$ cat src/rtl/fp_add_sub_issue_ctrl.sv
// Issue controller for the 3-stage fadd_sub unit: shadow pipeline, RAW/WAW hazard check, flush and drain.
// Optional FP_ADD_SUB_ISSUE_BYPASS_EN: S2 result is forwarded, so S2 is left out of the RAW check.
module fp_add_sub_issue_ctrl (
  input  logic       clk,
  input  logic       rst,
  input  logic       en,
  input  logic       flush,
  input  logic       drain_req,
  input  logic       issue_valid,
  output logic       issue_ready,
  input  logic [4:0] issue_rs1,
  input  logic [4:0] issue_rs2,
  input  logic       issue_rs1_fp,
  input  logic       issue_rs2_fp,
  input  logic [4:0] issue_rd,
  input  logic       issue_fp_wr,
  output logic       p_start,
  output logic [2:0] clear,
  output logic       hazard,
  output logic [1:0] inflight_cnt,
  output logic       drain_done
);

  typedef enum logic [1:0] {RUN, DRAIN, DONE} state_t;

`ifdef FP_ADD_SUB_ISSUE_BYPASS_EN
  localparam logic [2:0] RAW_MASK = 3'b011;
`else
  localparam logic [2:0] RAW_MASK = 3'b111;
`endif

  state_t     state;
  logic [2:0] s_valid;
  logic [2:0] s_fp_wr;
  logic [4:0] s_rd [3];
  logic       hz_any;

  always_comb begin
    hz_any = 1'b0;
    for (int unsigned k = 0; k < 3; k++) begin
      if (s_valid[k] && s_fp_wr[k]) begin
        if (RAW_MASK[k] && ((issue_rs1_fp && s_rd[k] == issue_rs1) ||
                            (issue_rs2_fp && s_rd[k] == issue_rs2)))
          hz_any = 1'b1;
        if (issue_fp_wr && s_rd[k] == issue_rd)
          hz_any = 1'b1;
      end
    end
  end

  assign hazard       = issue_valid & hz_any;
  // Combinational outputs are forced low while rst is held.
  assign issue_ready  = ~rst & en & ~hazard & ~flush & (state == RUN);
  assign p_start      = issue_valid & issue_ready;
  assign clear        = {3{flush & ~rst}};
  assign inflight_cnt = {1'b0, s_valid[0]} + {1'b0, s_valid[1]} + {1'b0, s_valid[2]};

  always_ff @(posedge clk or posedge rst) begin
    if (rst) begin
      s_valid <= '0;
      s_fp_wr <= '0;
      for (int unsigned k = 0; k < 3; k++) s_rd[k] <= '0;
    end else if (flush) begin
      s_valid <= '0;
    end else if (en) begin
      s_valid <= {s_valid[1:0], p_start};
      s_fp_wr <= {s_fp_wr[1:0], issue_fp_wr};
      s_rd[0] <= issue_rd;
      s_rd[1] <= s_rd[0];
      s_rd[2] <= s_rd[1];
    end
  end

  always_ff @(posedge clk or posedge rst) begin
    if (rst) begin
      state      <= RUN;
      drain_done <= 1'b0;
    end else begin
      drain_done <= 1'b0;
      case (state)
        RUN:   if (drain_req) state <= DRAIN;
        DRAIN: if (inflight_cnt == 2'd0) begin
                 state      <= DONE;
                 drain_done <= 1'b1;
               end
        DONE:  if (!drain_req) state <= RUN;
        default: state <= RUN;
      endcase
    end
  end

endmodule

$ cat config.mk
export PLATFORM = sky130hd
export DESIGN_NAME = fp_add_sub_issue_ctrl
export DESIGN_NICKNAME = d
export VERILOG_FILES = /design/src/rtl/fp_add_sub_issue_ctrl.sv
export SDC_FILE = /design/constraint.sdc
export NUM_CORES = 1
export LEC_CHECK = 0
export BUFFER_PORTS_ARGS = -buffer_cell sky130_fd_sc_hd__buf_2
export CAP_MARGIN = 20
export CORE_AREA = 5 5 65 67
export DETAILED_ROUTE_END_ITERATION = 8
export DIE_AREA = 0 0 70 72
export HOLD_SLACK_MARGIN = 0.06
export MAX_ROUTING_LAYER = met4
export PLACE_DENSITY = 0.74
export SYNTH_ARGS = -nofsm -noshare
export SYNTH_HDL_FRONTEND = slang
export SYNTH_SLANG_ARGS = --single-unit
$ cat constraint.sdc
create_clock -name clk -period 2 [get_ports clk]
set_input_delay 0.6 -clock clk [delete_from_list [all_inputs] [get_ports clk]]
set_output_delay 0.6 -clock clk [all_outputs]
set_load 0.01 [all_outputs]
==> results of run 1 <==
path summary, 6_finish.rpt:
check                                         endpoint  slack [ns]  depth (start not counted)
worst max-delay path                            hazard       -0.44                          6
worst min register to register    state[0]$_DFFE_PP0P_        0.52                          1
worst max register to register  s_valid[0]$_DFFE_PP0P_       -0.40                         14
worst min-delay path              state[0]$_DFFE_PP0P_        0.43                          4
min in group clk                  state[1]$_DFFE_PP0P_        0.51                          3
max in group asynchronous         s_rd[10]$_DFFE_PP0P_        1.30                          4
state kept, by name, summed over array words and instances (netlist names):
register    flops
drain_done      1
s_fp_wr         3
s_rd           15
s_valid         3
state           2
cell families after synthesis:
group	Yosys count	share of synthesized area
xor+xnor	45	0.255
simple gates	36	0.139
flops	24	0.388
mux	20	0.144
compound gates	9	0.0405
buf+inv	5	0.0202
fa+ha+maj	1	0.0129
what timing repair did:
action | 4_1_cts | 5_1_grt
endpoints found under the setup margin | 5 | 6
setup buffers | 13 | 1
gates resized for setup | 10 | 19
pin swaps | 9 | 7
per-stage QoR:
stage | setup WS (ns) | instances | hold WS (ns)
4_1_cts | -0.422 | 256 | 0.445
2_1_floorplan | -0.0535 | 140 | 0.465
3_5_place_dp | -0.376 | 240 | 0.504
5_1_grt | -0.539 | 257 | 0.473
6_report | -0.439 | 257 | 0.430
3_3_place_gp | -0.357 | 240 | 0.480
final cells by class:
type,instances,share of cell area
repair buffers,70,0.216
flip-flops and latches,24,0.275
inverters,1,0.00170
clock buffers,3,0.0102
multi-input cells,111,0.469
well taps,48,0.0272
power groups by stage:
stage	clock network (mW)	logic (mW)	registers [mW]
final	0.216	0.811	0.757
after floorplan	0	0.379	0.750
after detailed placement	0	0.658	0.757
after CTS	0.222	0.728	0.746
after global placement	0	0.634	0.742
after global routing	0.243	0.872	0.772
critical path: stages (launching register included):
cell and delay, ns:
dfrtp_2 0.47, xnor2_2 0.17, nand4_1 0.11, o22ai_1 0.08, or3_4 0.37, o21a_1 0.18, buf_2 0.13
metal layers:
layer	vias up	track usage	wire, um
li1	642	-	-
met1	695	0.199	1600
met2	49	0.324	2380
met3	15	0.0319	167
met4	0	0.0745	165
met5	-	-	0
cells in the final DEF, fill, tap and decap left out:
cell       n
buf_6      7
nand2_1    3
o22a_2     1
nor2_2     1
nor3_1     1
xor2_1     1
nor2_1     5
nand2b_1   1
mux2i_1    2
buf_2     30
xnor2_2   14
dfrtp_1   19
o22a_1     1
inv_1      1
o21a_1     1
fa_2       1
nor4b_2    1
or3_4      1
a211oi_1   1
nand3_2    1
o21ai_1    1
o21bai_1   1
xnor2_1   30
o21ai_2    1
dfrtp_2    5
nand4_1   18
mux2_2    18
o22ai_1    2
clkbuf_4   3
nor2b_1    2
nand3_1    1
nor4b_1    1
buf_4     33
==> summary.txt, run 1 <==
Drt
  • DR iter-0 viols: 35
  • Vias: 1401
  • Remaining DRCs: 0
  • Final wirelength: 4.31 mm
  • DRT Pass-1 Iters: 4
  • Post-route ant nets: 0
  • Wire per inst: 16.8 um
  • Vias per cell: 5.45

Synth
  • Syn_nets: 165
  • Most common library cells after synthesis: xnor2_1, dfrtp_1, mux2_2, nand4_1, nor2_1
  • Post-synth ARST share: 1.00
  • Synth top area cells: dfrtp_1, xnor2_1, mux2_2, nand4_1, buf_4
  • Post-synth top flop: dfrtp_1
  • EDFF count, synth: 0
  • Share of the synthesized area in the top cell type: 0.388
  • Gate Count Post-Synth: 140
  • Top-count cell post-synth: xnor2_1
  • Register area share after synthesis: 0.388
  • Mean Syn Cell Area: 11.0 sq um
  • Synth area leader: dfrtp_1
  • Yosys reg bits: 24
  • Distinct cell type count after synthesis: 25
  • Yosys warns: 0
  • Post-Synthesis Cell Area: 1550 sq um

Placed design
  • DP Wirelength: 3.06 mm
  • Gpl congestion: 0.977
  • Buffers added on ports: 32
  • Dpl cell area: 1930 sq um

Clocking
  • CTS max path bufs: 2
  • CTS tree: yes
  • CTS Buf Count: 3
  • Clock root cell: clkbuf_4
  • H-Tree Depth: 1
  • Num Clock Sinks: 24
  • Hold_buf cts: 0
  • Clock slew at reported path FFs: 0.13 ns
  • Worst skew pair latency: 0.33 ns

Power
  • Sw Pwr: 0.616 mW
  • Power Total: 1.78 mW
  • Switch share: 0.346
  • Lkg Pwr: 0.950 nW
  • PwrDens: 809 nW/um^2
  • Internal: 1.17 mW
  • Worst VDD drop: 0.000402 V
  • Comb power frac: 0.455
  • Seq pwr share: 0.424
  • Power share of the clock group: 0.121

Timing
  • Fin crit share: 1.22
  • Tightest Pin Transition: 0.404 ns
  • Worst setup margin: -0.439 ns
  • Pins over their slew limit: 0
  • Setup Skew: 0.00967 ns
  • Slew HR: 0.730
  • Unrepaired setup endpoints after global routing: yes
  • Endpoints failing hold: 0
  • Finish-stage setup viols: 6
  • Period minus WS final: 2.44 ns
  • Max Clock Freq: 0.410 GHz
  • Setup TNS after final layout: -1.87 ns

Die
  • Die ar.: 5040 sq um
  • Die W: 70 um
  • Cell Rows: 22
  • IO Count: 33
  • Core Region: 3580 sq um
  • Die height: 72 um
  • Initial core utilization: 0.432

Run
  • MaxCap Viol Count: 0

Global route
  • Pin count of the biggest net entering global routing: 25
  • First-pass GRT wire length: 7.05 mm
  • Initial antenna violation count: 0
  • Via count of the first global-routing pass: 1508
  • Grt ovf: 0
  • All-Layer GR Usage: 0.181

Layout
  • Layout fillers: 293
  • Fraction of layout cells with a size suffix above 1: 0.560
  • Final Core Density: 0.616
  • Layout net count: 236
  • Storage element area: 607 sq um
  • Area grow syn2layout: 42.6%
  • Post-route design area: 2200 sq um
  • Ant diodes: 0
  • Multi-input gate area in the final layout: 1030 sq um

Worst hold path
  • Worst hold path type: input pin to asynchronous set/reset pin

Setup path
  • Critical Path RT: 1.40 ns
  • Critical Path Sink Type: output port
  • Worst path arrival time: 1.84 ns
  • Worst R2R Start: s_rd[0]$_DFFE_PP0P_
  • Worst-path fanout max: 4
  • Crit path kind: register to output port
  • Worst Setup SP: s_rd[10]$_DFFE_PP0P_
  • CP Launch Type: register

Outcome
  • Failing checks: setup timing
  • Status: finished, violations left
(Power assumes the default switching activity.)
==> inputs of run 2 (changes only) <==
Settings changed: ABC_AREA from default to 1, CORE_AREA 5 5 65 67 to 5 5 69 71, DIE_AREA 0 0 70 72 to 0 0 74 76, PLACE_DENSITY 0.74 to 0.73.
==> run 2 against run 1 <==
  * The run still ends with setup timing left
  * Routed wire length up 12%
  * Combinational power down 35%
  * Flip-flop and latch count unchanged
  * First-iteration DRC count rose to 5.2 times the previous value
  * Count of clock-buffer cells in the layout unchanged
  * Final cell count up 55%
  * Critical endpoint is now issue_ready
  * Largest power group is now sequential cells
==> summary.txt, run 2 <==
Global route
  • First-pass GRT wire length: 8.20 mm (was 7.05 mm)
  • All-Layer GR Usage: 0.191 (was 0.181)
  • Pin count of the biggest net entering global routing: 36 (was 25)
  • Initial antenna violation count: 0 (unchanged)
  • Via count of the first global-routing pass: 1783 (was 1508)
  • Grt ovf: 0 (unchanged)

Timing
  • Max Clock Freq: 0.440 GHz (was 0.410 GHz)
  • Slew HR: 0.789 (was 0.730)
  • Endpoints failing hold: 0 (unchanged)
  • Tightest Pin Transition: 0.317 ns (was 0.404 ns)
  • Setup TNS after final layout: -0.745 ns (was -1.87 ns)
  • Worst setup margin: -0.273 ns (was -0.439 ns)
  • Fin crit share: 1.14 (was 1.22)
  • Pins over their slew limit: 0 (unchanged)
  • Unrepaired setup endpoints after global routing: yes (unchanged)
  • Finish-stage setup viols: 3 (was 6)
  • Setup Skew: 0.00336 ns (was 0.00967 ns)
  • Period minus WS final: 2.27 ns (was 2.44 ns)

Synth
  • Top-count cell post-synth: nand2_1 (was xnor2_1)
  • Syn_nets: 326 (was 165)
  • Mean Syn Cell Area: 5.87 sq um (was 11.0 sq um)
  • Share of the synthesized area in the top cell type: 0.340 (was 0.388)
  • Post-synth top flop: dfrtp_1 (unchanged)
  • Register area share after synthesis: 0.340 (was 0.388)
  • Distinct cell type count after synthesis: 21 (was 25)
  • Yosys reg bits: 24 (unchanged)
  • Yosys warns: 0 (unchanged)
  • Gate Count Post-Synth: 301 (was 140)
  • Most common library cells after synthesis: nand2_1, nor2_1, inv_1 (was xnor2_1, dfrtp_1, mux2_2, nand4_1, nor2_1)
  • Synth area leader: dfrtp_1 (unchanged)
  • EDFF count, synth: 0 (unchanged)
  • Post-Synthesis Cell Area: 1770 sq um (was 1550 sq um)
  • Post-synth ARST share: 1.00 (unchanged)
  • Synth top area cells: dfrtp_1, nand2_1, nor2_1, inv_1, o21ai_0 (was dfrtp_1, xnor2_1, mux2_2, nand4_1, buf_4)

Clocking
  • Num Clock Sinks: 24 (unchanged)
  • Clock slew at reported path FFs: 0.09 ns (was 0.13 ns)
  • CTS tree: yes (unchanged)
  • Clock root cell: clkbuf_8 (was clkbuf_4)
  • CTS max path bufs: 2 (unchanged)
  • CTS Buf Count: 3 (unchanged)
  • Worst skew pair latency: 0.28 ns (was 0.33 ns)
  • Hold_buf cts: 0 (unchanged)
  • H-Tree Depth: 1 (unchanged)

Layout
  • Area grow syn2layout: 24.1% (was 42.6%)
  • Fraction of layout cells with a size suffix above 1: 0.271 (was 0.560)
  • Layout fillers: 424 (was 293)
  • Max reg flops: 15 (unchanged)
  • Layout net count: 373 (was 236)
  • Ant diodes: 0 (unchanged)
  • Post-route design area: 2190 sq um (was 2200 sq um)
  • Most frequent cells in the layout: nand2_1, nor2_1, buf_2 (was buf_4, xnor2_1, buf_2)
  • Biggest regs: s_rd (15), s_fp_wr (3), s_valid (3) (unchanged)
  • Reg with most FFs: s_rd (unchanged)
  • Commonest non-fill, non-tap cell in the layout: nand2_1 (was buf_4)

Drt
  • Wire per inst: 12.1 um (was 16.8 um)
  • DRT Pass-1 Iters: 4 (unchanged)
  • DR iter-0 viols: 182 (was 35)
  • Remaining DRCs: 0 (unchanged)
  • Vias: 1927 (was 1401)
  • Vias per cell: 4.83 (was 5.45)
  • Final wirelength: 4.83 mm (was 4.31 mm)
  • Post-route ant nets: 0 (unchanged)

Setup path
  • Worst-path cell with the longest stage delay: dfrtp_1 (was dfrtp_2)
  • Cell mode on critical path: nand2_1
  • CP cell instances: inv_2 -> nand2_1 -> nand2_1 -> nor2_1 -> nand3_1 -> nand3_2 -> nand2_2 -> nand3_1 -> nand2_1 -> inv_2 -> nor2_2 -> buf_2 (was xnor2_2 -> nand4_1 -> o22ai_1 -> or3_4 -> o21a_1 -> buf_2)
  • Critical Path Sink Type: output port (unchanged)
  • Worst R2R End: state[1]$_DFFE_PP0P_ (was s_valid[0]$_DFFE_PP0P_)
  • Crit path kind: register to output port (unchanged)
  • Critical Path RT: 1.40 ns (about the same)
  • Delay-heaviest family, CP: simple AND/OR/NAND/NOR gates (unchanged)
  • R2r setup slk: 0.40 ns (was -0.40 ns)
  • R2R cell count: 4 (was 14)
  • Worst path arrival time: 1.67 ns (was 1.84 ns)
  • Worst R2R Start: s_valid[2]$_DFFE_PP0P_ (was s_rd[0]$_DFFE_PP0P_)
  • Worst-path fanout max: 5 (was 4)
  • CP Launch Type: register (unchanged)
  • Bufs and invs on worst path: 3 (was 1)
  • Slowest stage delay, CP: 0.46 ns (was 0.47 ns)

Power
  • Lkg Pwr: 1.31 nW (was 0.950 nW)
  • Worst VDD drop: 0.000306 V (was 0.000402 V)
  • Power Total: 1.63 mW (was 1.78 mW)
  • PwrDens: 744 nW/um^2 (was 809 nW/um^2)

Die
  • Die W: 74 um (was 70 um)
  • Cell Rows: 24 (was 22)
  • Die height: 76 um (was 72 um)
  • Die ar.: 5620 sq um (was 5040 sq um)
  • Initial core utilization: 0.423 (was 0.432)
  • Core Region: 4170 sq um (was 3580 sq um)
  • IO Count: 33 (unchanged)

Placed design
  • DP Wirelength: 3.72 mm (was 3.06 mm)
  • Buffers added on ports: 32 (unchanged)
  • Gpl congestion: 0.930 (was 0.977)
  • Dpl cell area: 2020 sq um (was 1930 sq um)

Outcome
  • Failing checks: setup timing (unchanged)
  • Status: finished, violations left (unchanged)

Worst hold path
  • Worst hold path type: input pin to asynchronous set/reset pin (unchanged)

Run
  • MaxCap Viol Count: 0 (unchanged)
run 2: cell count changes after synthesis, sizes merged, moves of 3 or more:
cell | previous run | this run
nand2 | 3 | 142
a21oi | 0 | 3
xnor2 | 44 | 0
nand3 | 2 | 14
inv | 1 | 42
clkbuf | 0 | 3
o21ai | 2 | 24
nor2 | 6 | 40
mux2 | 18 | 0
nand4 | 18 | 0
run 2: metrics by stage:
step | setup slack, ns | utilization | hold WS [ns] | instances
after floorplan | 0.0778 | - | 0.453 | 301
after global placement | -0.262 | 0.485 | 0.468 | 388
after detailed placement | -0.281 | 0.485 | 0.483 | 388
after CTS | -0.273 | 0.514 | 0.255 | 396
after global routing | -0.412 | 0.525 | 0.272 | 399
final | -0.273 | 0.525 | 0.247 | 399
run 2: final cells by class:
| type | instances | area, sq um | area share |
|---|---|---|---|
| clock inverters | 1 | 30.0 | 0.0137 |
| well taps | 52 | 65.1 | 0.0297 |
| clock buffers | 3 | 41.3 | 0.0188 |
| repair buffers | 47 | 279 | 0.127 |
| multi-input cells | 230 | 1010 | 0.463 |
| flip-flops and latches | 24 | 603 | 0.275 |
| inverters | 42 | 158 | 0.0720 |
run 2: logic make-up after synthesis:
logic type,share of synthesized area
compound gates,0.0865
flops,0.340
simple gates,0.453
xor+xnor,0.00496
fa+ha+maj,0.0113
buf+inv,0.104
run 2: worst max path at each step:
stage                                    start  cells after the start  slack [ns]     endpoint
after detailed placement          issue_rs2[3]                     13       -0.28  issue_ready
after CTS                  s_rd[1]$_DFFE_PP0P_                     10       -0.27  issue_ready
after floorplan                             en                      6        0.08  issue_ready
final                     s_rd[14]$_DFFE_PP0P_                     12       -0.27  issue_ready
after global routing       s_rd[5]$_DFFE_PP0P_                     12       -0.41      p_start
after global placement            issue_rs2[3]                     13       -0.26  issue_ready
run 2: repair_timing:
| item | 4_1_cts | 5_1_grt |
|---|---|---|
| setup buffers | 4 | 3 |
| gates resized for setup | 14 | 9 |
| pin swaps | 2 | 4 |
| endpoints found under the setup margin | 4 | 4 |
run 2: routing by layer:
layer	global-route usage	wire length [um]
met5	-	0
met4	0.0888	133
met3	0.0290	303
met2	0.280	2220
met1	0.254	2170
run 2: power by group:
group,internal (mW),switching (mW)
sequential,0.570,0.0822
combinational,0.211,0.317
clock,0.269,0.182
